### src/rtl/microsequencer_if.sv
// ---------------------------------------------------------------------------
// microsequencer_if
//   Bundles the control, flag and bus signals exchanged between the control
//   decoder (master side) and the microsequencer (slave side).
//
// Parameters
//   ADDR_W  width of the program counter and the bus_in jump target
//   T_W     width of the T-state counter
//
// Signals
//   bus_in     jump/call target from the bus                (master -> slave)
//   rt         reset T-state to 0 at the next edge          (master -> slave)
//   pp         increment PC                                 (master -> slave)
//   jc,jz      jump if carry / if zero                      (master -> slave)
//   jgt,jlt    jump if greater-than / if less-than          (master -> slave)
//   c_flag     ALU carry                                    (master -> slave)
//   z_flag     ALU zero                                     (master -> slave)
//   lt_flag    ALU less-than                                (master -> slave)
//   mem_wait   freeze all sequencer state this cycle        (master -> slave)
//   call,ret   push-and-jump / pop the return stack         (master -> slave)
//   pc         current program counter                      (slave -> master)
//   t          current T-state                              (slave -> master)
//   jmp        jump condition true this cycle (comb.)       (slave -> master)
//   stack_err  sticky return-stack overflow/underflow flag  (slave -> master)
// ---------------------------------------------------------------------------
interface microsequencer_if #(
  parameter int ADDR_W = 16,
  parameter int T_W    = 3
);

  logic [ADDR_W-1:0] bus_in;
  logic              rt;
  logic              pp;
  logic              jc;
  logic              jz;
  logic              jgt;
  logic              jlt;
  logic              c_flag;
  logic              z_flag;
  logic              lt_flag;
  logic              mem_wait;
  logic              call;
  logic              ret;

  logic [ADDR_W-1:0] pc;
  logic [T_W-1:0]    t;
  logic              jmp;
  logic              stack_err;

  // Control decoder side: drives control bits and flags, observes PC/T.
  modport master (
    output bus_in, rt, pp, jc, jz, jgt, jlt,
    output c_flag, z_flag, lt_flag, mem_wait, call, ret,
    input  pc, t, jmp, stack_err
  );

  // Sequencer side: consumes control bits and flags, owns PC/T.
  modport slave (
    input  bus_in, rt, pp, jc, jz, jgt, jlt,
    input  c_flag, z_flag, lt_flag, mem_wait, call, ret,
    output pc, t, jmp, stack_err
  );

endinterface

### src/rtl/microsequencer.sv
// ---------------------------------------------------------------------------
// microsequencer
//   Program counter, T-state counter and jump-condition evaluation for the
//   CPU. Replaces the fixed 16-bit PC/T-state pair with a parametrised block
//   that also supports a memory-wait stall and an optional hardware
//   call/return stack.
//
// Configuration macro
//   USEQ_RETURN_STACK_EN  when defined, call/ret use a STACK_DEPTH-entry
//                         return stack and stack_err reports overflow or
//                         underflow. When undefined, call/ret are ignored,
//                         no stack storage exists and stack_err is tied 0.
//
// Parameters
//   ADDR_W       width of PC and bus_in
//   T_W          width of the T-state counter
//   T_MAX        last T-state before wrapping to 0 (must be < 2**T_W)
//   RESET_PC     PC value after reset
//   STACK_DEPTH  return-stack entries (stack build only)
//
// Ports
//   clk    clock, all state updates on the rising edge
//   reset  asynchronous, active-high reset
//   useq   microsequencer_if slave modport (control in, PC/T/jmp out)
// ---------------------------------------------------------------------------
module microsequencer #(
  parameter int ADDR_W      = 16,
  parameter int T_W         = 3,
  parameter int T_MAX       = 7,
  parameter int RESET_PC    = 0,
  parameter int STACK_DEPTH = 4
) (
  input  logic               clk,
  input  logic               reset,
  microsequencer_if.slave    useq
);

  logic [ADDR_W-1:0] pc_q;
  logic [ADDR_W-1:0] pc_next;
  logic [ADDR_W-1:0] pc_inc;
  logic [T_W-1:0]    t_q;
  logic [T_W-1:0]    t_next;
  logic              jmp;

  // Jump condition is purely combinational so the decoder can see it in the
  // same cycle, even while the sequencer is held in reset.
  assign jmp = (useq.jc  & useq.c_flag)
             | (useq.jz  & useq.z_flag)
             | (useq.jgt & ~useq.z_flag & ~useq.lt_flag)
             | (useq.jlt & useq.lt_flag);

  // Natural wrap of the ADDR_W-bit adder gives the all-ones -> 0 rollover.
  assign pc_inc = pc_q + ADDR_W'(1);

  assign useq.pc  = pc_q;
  assign useq.t   = t_q;
  assign useq.jmp = jmp;

  // T-state sequencing: rt forces 0, otherwise count up and wrap after T_MAX.
  // A memory wait freezes the counter regardless of rt.
  always_comb begin
    t_next = t_q;
    if (!useq.mem_wait) begin
      if (useq.rt) begin
        t_next = '0;
      end else if (t_q == T_W'(T_MAX)) begin
        t_next = '0;
      end else begin
        t_next = t_q + T_W'(1);
      end
    end
  end

`ifdef USEQ_RETURN_STACK_EN
  // The stack pointer counts occupied entries, so it needs one more code than
  // there are entries to distinguish "full" from "empty".
  localparam int SP_W  = $clog2(STACK_DEPTH + 1);
  localparam int IDX_W = (STACK_DEPTH > 1) ? $clog2(STACK_DEPTH) : 1;

  logic [ADDR_W-1:0] stack_mem [STACK_DEPTH];
  logic [SP_W-1:0]   sp_q;
  logic [SP_W-1:0]   sp_next;
  logic              err_q;
  logic              err_next;
  logic              push;
  logic              stack_empty;
  logic              stack_full;
  logic [IDX_W-1:0]  push_idx;
  logic [IDX_W-1:0]  top_idx;

  assign stack_empty    = (sp_q == '0);
  assign stack_full     = (sp_q == SP_W'(STACK_DEPTH));
  assign push_idx       = IDX_W'(sp_q);
  assign top_idx        = IDX_W'(sp_q - SP_W'(1));
  assign useq.stack_err = err_q;
`else
  // Without the stack, call/ret are accepted on the port list only for pin
  // compatibility; they are folded into a sink so nothing depends on them.
  logic [STACK_DEPTH-1:0] unused_stack_ports;

  assign unused_stack_ports = {STACK_DEPTH{useq.call ^ useq.ret}};
  assign useq.stack_err     = 1'b0;
`endif

  // PC selection in priority order: ret > call > jmp > pp > hold.
  // A stalled cycle commits nothing, including stack pushes/pops and errors.
  // Overflowing call or underflowing ret still advances the PC so the program
  // falls through to the next instruction instead of locking up.
  always_comb begin
    pc_next = pc_q;
`ifdef USEQ_RETURN_STACK_EN
    sp_next  = sp_q;
    err_next = err_q;
    push     = 1'b0;
`endif
    if (!useq.mem_wait) begin
`ifdef USEQ_RETURN_STACK_EN
      if (useq.ret) begin
        if (stack_empty) begin
          pc_next  = pc_inc;
          err_next = 1'b1;
        end else begin
          pc_next = stack_mem[top_idx];
          sp_next = sp_q - SP_W'(1);
        end
      end else if (useq.call) begin
        if (stack_full) begin
          pc_next  = pc_inc;
          err_next = 1'b1;
        end else begin
          pc_next = useq.bus_in;
          sp_next = sp_q + SP_W'(1);
          push    = 1'b1;
        end
      end else
`endif
      if (jmp) begin
        pc_next = useq.bus_in;
      end else if (useq.pp) begin
        pc_next = pc_inc;
      end
    end
  end

  // PC and T-state registers; reset may arrive at any time, even mid-stall.
  always_ff @(posedge clk or posedge reset) begin
    if (reset) begin
      pc_q <= ADDR_W'(RESET_PC);
      t_q  <= '0;
    end else begin
      pc_q <= pc_next;
      t_q  <= t_next;
    end
  end

`ifdef USEQ_RETURN_STACK_EN
  // Return stack storage, pointer and sticky error flag. The pushed value is
  // the address after the call, which is where the matching ret resumes.
  always_ff @(posedge clk or posedge reset) begin
    if (reset) begin
      sp_q  <= '0;
      err_q <= 1'b0;
      for (int i = 0; i < STACK_DEPTH; i++) begin
        stack_mem[i] <= '0;
      end
    end else begin
      sp_q  <= sp_next;
      err_q <= err_next;
      if (push) begin
        stack_mem[push_idx] <= pc_inc;
      end
    end
  end
`endif

endmodule
### src/flat_wrapper.sv
// flat-port wrapper written by rule: the top's interface ports become plain ports
module microsequencer_flat 
#(
  parameter int ADDR_W      = 16,
  parameter int T_W         = 3,
  parameter int T_MAX       = 7,
  parameter int RESET_PC    = 0,
  parameter int STACK_DEPTH = 4
)
  (clk, reset, useq_bus_in, useq_rt, useq_pp, useq_jc, useq_jz, useq_jgt, useq_jlt, useq_c_flag, useq_z_flag, useq_lt_flag, useq_mem_wait, useq_call, useq_ret, useq_pc, useq_t, useq_jmp, useq_stack_err);
  microsequencer_if #(.ADDR_W(ADDR_W), .T_W(T_W)) useq_i ();
  input  logic clk;
  input  logic reset;
  input wire logic [$bits(useq_i.bus_in)-1:0] useq_bus_in;
  input wire logic [$bits(useq_i.rt)-1:0] useq_rt;
  input wire logic [$bits(useq_i.pp)-1:0] useq_pp;
  input wire logic [$bits(useq_i.jc)-1:0] useq_jc;
  input wire logic [$bits(useq_i.jz)-1:0] useq_jz;
  input wire logic [$bits(useq_i.jgt)-1:0] useq_jgt;
  input wire logic [$bits(useq_i.jlt)-1:0] useq_jlt;
  input wire logic [$bits(useq_i.c_flag)-1:0] useq_c_flag;
  input wire logic [$bits(useq_i.z_flag)-1:0] useq_z_flag;
  input wire logic [$bits(useq_i.lt_flag)-1:0] useq_lt_flag;
  input wire logic [$bits(useq_i.mem_wait)-1:0] useq_mem_wait;
  input wire logic [$bits(useq_i.call)-1:0] useq_call;
  input wire logic [$bits(useq_i.ret)-1:0] useq_ret;
  output wire logic [$bits(useq_i.pc)-1:0] useq_pc;
  output wire logic [$bits(useq_i.t)-1:0] useq_t;
  output wire logic [$bits(useq_i.jmp)-1:0] useq_jmp;
  output wire logic [$bits(useq_i.stack_err)-1:0] useq_stack_err;
  assign useq_i.bus_in = useq_bus_in;
  assign useq_i.rt = useq_rt;
  assign useq_i.pp = useq_pp;
  assign useq_i.jc = useq_jc;
  assign useq_i.jz = useq_jz;
  assign useq_i.jgt = useq_jgt;
  assign useq_i.jlt = useq_jlt;
  assign useq_i.c_flag = useq_c_flag;
  assign useq_i.z_flag = useq_z_flag;
  assign useq_i.lt_flag = useq_lt_flag;
  assign useq_i.mem_wait = useq_mem_wait;
  assign useq_i.call = useq_call;
  assign useq_i.ret = useq_ret;
  assign useq_pc = useq_i.pc;
  assign useq_t = useq_i.t;
  assign useq_jmp = useq_i.jmp;
  assign useq_stack_err = useq_i.stack_err;
  microsequencer #(.ADDR_W(ADDR_W), .T_W(T_W), .T_MAX(T_MAX), .RESET_PC(RESET_PC), .STACK_DEPTH(STACK_DEPTH)) u_core (.clk(clk), .reset(reset), .useq(useq_i));
endmodule
### config.mk
export PLATFORM = sky130hd
export DESIGN_NAME = microsequencer_flat
export DESIGN_NICKNAME = d
export VERILOG_FILES = /design/src/rtl/microsequencer_if.sv /design/src/rtl/microsequencer.sv /design/src/flat_wrapper.sv
export SDC_FILE = /design/constraint.sdc
export NUM_CORES = 1
export LEC_CHECK = 0
export CORE_ASPECT_RATIO = 2
export CORE_MARGIN = 1
export CORE_UTILIZATION = 25
export CTS_CLUSTER_SIZE = 8
export DETAILED_ROUTE_END_ITERATION = 8
export PLACE_DENSITY = 0.61
export SYNTH_ARGS = -nofsm -noshare
export SYNTH_HDL_FRONTEND = slang
export SYNTH_SLANG_ARGS = --single-unit
### constraint.sdc
create_clock -name clk -period 4.1 [get_ports clk]
set_input_delay 0.82 -clock clk [delete_from_list [all_inputs] [get_ports clk]]
set_output_delay 0.82 -clock clk [all_outputs]
set_load 0.01 [all_outputs]
==> reports/results.ini <==
[floorplanning]
start_util_pct = 26.41
pin_count = 51
placeableCoreArea_um2 = 4424
die_h_um = 98.69
die_x_um = 50.35
row_count = 34
die-area_um2 = 4969

[logic_synthesis]
avgSynthCellArea_um2 = 8.230
ys_warn_count = 0
syn_inst = 142
yosys_register_bits = 19
synth_top_flop_cell = dfrtp_1
ys_seq_area_share_pct = 40.69
async_flop_share_pct = 100.0
synth_edf_count = 0
synth_area_um2 = 1169
synth_nets = 175
ys_types = 33

[timing]
fmax_mhz = 287.8
rsz0062_at_grt = no
slew_headroom_pct = 46.74
finalSetupViolCount = 0
fin_skew_ps = 6.830
fin_crit_sh_pct = 84.74
hold_violations = 0
setup_tns_ps = 0
drv_slew = 0
worst_slew_pin_slew_ps = 798.0
period_minus_slack_ps = 3474

[power]
power_per_cell_area_nw_per_um2 = 375.4
peakVddDrop_mv = 0.1820
leakagePower_nw = 0.6741
finalPower_w = 0.0006434

[worst_setup_path]
arrival_ps = 2650
end_kind = output port
cp.required_ps = 3280
reg2reg_slack_ps = 2160
critPathLaunchType = input port
worstPathMaxFanout = 14
crit_type = in2out

[clocking]
clkLatencyLatePin_ps = 260
cts_setup_buffers = 0
htree_num_levels = 1
cts_buffers = 3
clk_pin_slew_worst_paths_ps = 70
clkSinkCount = 19
root_buffer = clkbuf_8
cts_resized = 0
cts_tree = built
clockBufferDepth = 2
holdBufCountCts = 0

[cells_and_area]
syn_to_final_growth_pct = 46.68
design_area_um2 = 1714
final_cell_mix = clkdlybuf4s50_1 (47), a21oi_1 (25), dfrtp_1 (19), nand3_1 (13), o21ai_0 (13)
antenna_cells = 0
layout_commonest_cell = clkdlybuf4s50_1
final_nets = 219
post-route-util_pct = 38.74
drive_gt1_share_pct = 5.946

[routing]
first_pass_iters = 4
viasPerCell = 5.243
antenna_left = 0
totalWireLength_um = 3338
drt-initial-drc-count = 36
drcViolationCount = 0
dr_total_vias = 1253
wl_per_cell_um = 13.97

[global_route]
antenna_found_initial = 0
gr-usage-all-layers_pct = 14.61
grt_max_degree = 34
grt-ovfl-total = 0
grt_pass1_vias = 1191
grt_pass1_wl_um = 5561

[run]
drv_cap = 0

[place]
placed_area_um2 = 1668
dpl.hpwl_um = 2412
port-buffer-count = 47
gp_congestion = 0.7452

[run_status]
status = finished, final reports clean

[hold_path]
min_path_type = reg2reg

state kept, by name (all words and copies together), names as in the netlist:
name and flops:
u_core.useq.t 3, u_core.useq.pc 16
Yosys cell counts, types with 2 or more instances:
| library cell | n | share of area [%] |
|---|---|---|
| a21oi_1 | 25 | 11 |
| dfrtp_1 | 19 | 41 |
| nand3_1 | 13 | 5.6 |
| o21ai_0 | 13 | 5.6 |
| nor2_1 | 11 | 3.5 |
| nand2_1 | 9 | 2.9 |
| nand4_1 | 5 | 2.7 |
| a31o_2 | 4 | 3.0 |
| buf_2 | 4 | 1.7 |
| a2bb2oi_1 | 3 | 2.2 |
| buf_4 | 3 | 1.9 |
| clkbuf_1 | 3 | 0.96 |
| ha_1 | 3 | 3.2 |
| a21o_1 | 2 | 1.3 |
| a31oi_1 | 2 | 1.1 |
| and3_1 | 2 | 1.1 |
| inv_1 | 2 | 0.64 |
| nand2b_1 | 2 | 1.1 |
| nor3_1 | 2 | 0.86 |
| o21a_1 | 2 | 1.3 |
where the power goes:
part           internal [W]  switching [W]
sequential         0.000223      0.0000463
combinational      0.000132       0.000106
clock             0.0000678      0.0000677
layout make-up:
type | instances | area [um2]
Fill cell | 489 | 2710
Multi-Input combinational cell | 110 | 628.1
Timing Repair Buffer | 49 | 485.5
Sequential cell | 19 | 475.5
Tap cell | 54 | 67.56
Clock buffer | 3 | 41.29
Inverter | 3 | 11.26
Clock inverter | 1 | 5.005
logic make-up after synthesis:
| family | after synthesis | synth area share [%] |
|---|---|---|
| AOI/OAI and AO/OA | 54 | 27.30 |
| adders and majority gates | 3 | 3.212 |
| buffers and inverters | 13 | 5.567 |
| DFF | 19 | 40.69 |
| muxes | 1 | 0.8566 |
| other | 1 | 0.3209 |
| and+or+nand+nor | 51 | 22.06 |
per-layer routing:
metal / wire length (um) / up-vias / GRT usage [%]
met5: 0 / - / 0
met4: 98 / 0 / 8.333
met3: 168 / 7 / 2.006
met2: 1738 / 50 / 26.26
met1: 1333 / 587 / 15.62
li1: - / 609 / -
worst paths after layout:
path	start	depth (start not counted)	end
min	u_core.useq.pc[6]$_DFFE_PP0P_	1	u_core.useq.pc[6]$_DFFE_PP0P_
max	useq_z_flag	5	useq_jmp
max reg2reg	u_core.useq.pc[0]$_DFFE_PP0P_	6	u_core.useq.pc[8]$_DFFE_PP0P_
min reg2reg	u_core.useq.pc[6]$_DFFE_PP0P_	1	u_core.useq.pc[6]$_DFFE_PP0P_
max in group asynchronous	reset	2	u_core.useq.pc[3]$_DFFE_PP0P_
min in group asynchronous	reset	2	u_core.useq.t[0]$_DFFE_PP0N_
metrics by stage:
step | hold slack, ps | instances | setup WS, ps
finish | 522.6 | 239 | 625.6
global route | 554.5 | 239 | 548.7
CTS | 525.9 | 239 | 607.6
detailed placement | 509.4 | 235 | 611.3
global placement | 496.1 | 235 | 634.0
floorplan | 539.7 | 142 | 1543
critical path, stage by stage:
cell and delay [ps]:
clkdlybuf4s50_1 410, or3b_1 420, and2_1 200, inv_2 210, clkdlybuf4s50_1 590
Power figures use the tool's default switching activity.
==> edit (config.mk and constraints unchanged) <==
Add a define of `USEQ_RETURN_STACK_EN`.
--- a/src/rtl/microsequencer.sv
+++ b/src/rtl/microsequencer.sv
@@ -24,4 +24,6 @@
 //   useq   microsequencer_if slave modport (control in, PC/T/jmp out)
 // ---------------------------------------------------------------------------
+`define USEQ_RETURN_STACK_EN
+
 module microsequencer #(
   parameter int ADDR_W      = 16,
Behaviour: not the same (a bounded check fails within 4 cycles, from zero or initial values and one cycle with reset high).
==> edit against the original RTL <==
Hold slack worse by 44 ps; largest cell class unchanged; core utilization shrank 7.5 points; critical path depth down 1; clock skew is 1.9 ps higher; worst setup slack better by 290 ps; final area grew to 3.2 times the old value; sequential cell count grew 68; synthesized cell count rose to 3.1 times the old value; synthesized area rose to 3.9 times the old value; via count rose to 2.9 times the old value; routed wire length grew to 3.6 times the old value; die area grew to 3.8 times the old value; power rose to 6.3 times the old value; sequential power rose to 5.8 times the old value.
==> edit: results <==
group,metric,value,unit
run_status,outcome,"finished, final reports clean",
drt,per_cell_routed_wire_length,17.2,um
sta,postLayoutSetupSlackWorst,918,ps
finish,largest_reg_flops,64,
power_and_ir_drop,switching_fraction,0.370,
global_routing,number_of_global_route_vias_before_repair,3838,
drt,drt_iter0_markers,212,
global_routing,antenna_violations_before_repair,0,
global_routing,globalRouteMet1Util,0.133,
setup_path,worstPathArrival,2360,ps
logic_synthesis,synth.area.mux_share,0.0944,
logic_synthesis,synth_fa_ha_area_frac,0.0221,
power_and_ir_drop,lkg_pwr,2.29,nW
finish,share_of_final_layout_standard_cells_stronger_than_drive_strength_1,0.120,
placed_design,preCtsSetupSlack,910,ps
drt,met3RoutedLength,346,um
min_path,cell_count_of_the_worst_hold_path,2,
finish,filler_cell_count,1807,
drt,vias,3624,
global_routing,maximum_number_of_pins_on_one_net_before_global_route_repair,49,
setup_path,critical_path.max_stage_delay,540,ps
logic_synthesis,asyncSetResetFlopFracSynth,1.00,
cts,cts.htree.levels,3,
placed_design,post_dp_cell_area,5250,um2
setup_path,r2r_slack,1320,ps
global_routing,grt_pass1_wl,19.8,mm
logic_synthesis,post_synth_xor_area_fraction,0.0328,
cts,worstSkewPairLatency,340,ps
finish,layout.nets,524,
power_and_ir_drop,worst_ir_drop_vdd,234,uV
placed_design,buffer_ports.inserted,50,
setup_path,regToRegStartpoint,"u_core.sp_q[0]",
logic_synthesis,synthesis.nets,484,
min_path,hold-path-endpoint,"u_core.stack_mem[50]",
cts,tritoncts.num_buffers,9,
global_routing,grt_use_met2,0.266,
logic_synthesis,yosysSeqAreaShare,0.480,
sta,skew,8.69,ps
setup_path,cp-endpoint,"useq_jmp",
global_routing,grt_use_met3,0.0130,
logic_synthesis,synth.cells.most_frequent,"87 x sky130_fd_sc_hd__dfrtp_1, 76 x sky130_fd_sc_hd__nand2_1, 71 x sky130_fd_sc_hd__o21ai_0",
logic_synthesis,synth_compound_area_frac,0.188,
placed_design,dp.final_hpwl,8.94,mm
sta,timing.hold.ws,478,ps
drt,met2_length,7.14,mm
logic_synthesis,synth_area_leaders,"sky130_fd_sc_hd__dfrtp_1 48%, sky130_fd_sc_hd__mux4_2 7.9%, sky130_fd_sc_hd__o21ai_0 7.8%",
setup_path,crit_family,"buffers and inverters",
power_and_ir_drop,seq_power_share,0.388,
setup_path,timing.critical_path.fanout_max,4,
setup_path,timing.reg2reg.worst_path_depth,7,
logic_synthesis,synthDistinctLibCells,56,
global_routing,grt_use_total,0.135,
drt,m1WireLength,4.21,mm
min_path,hold_path_startpoint,"u_core.stack_mem[50]",
drt,detailedRoute.firstPassIterationCount,4,
sta,max_slew_margin,0.453,
placed_design,gp_routability_congestion,0.853,
cts,clockRootBuffer,"sky130_fd_sc_hd__clkbuf_16",
-- edit: final cells by class --
| type | count | area [um2] | share of cell area |
|---|---|---|---|
| inverters | 12 | 46.3 | 0.00834 |
| clock buffers | 10 | 239 | 0.0430 |
| well taps | 213 | 267 | 0.0480 |
| clock inverters | 6 | 68.8 | 0.0124 |
| flip-flops and latches | 87 | 2180 | 0.392 |
| multi-input cells | 316 | 2180 | 0.393 |
| repair buffers | 60 | 576 | 0.104 |
-- edit: cell families after synthesis --
| kind of cell | Yosys count |
|---|---|
| mux | 22 |
| fa+ha+maj | 8 |
| buf+inv | 43 |
| flops | 87 |
| compound gates | 129 |
| xor+xnor | 17 |
| simple gates | 140 |
-- edit: metrics by stage --
stage | cells | power, W
5_1_grt | 704 | 0.00433
2_1_floorplan | 446 | 0.00267
3_3_place_gp | 688 | 0.00315
4_1_cts | 704 | 0.00408
6_report | 704 | 0.00404
3_5_place_dp | 688 | 0.00324
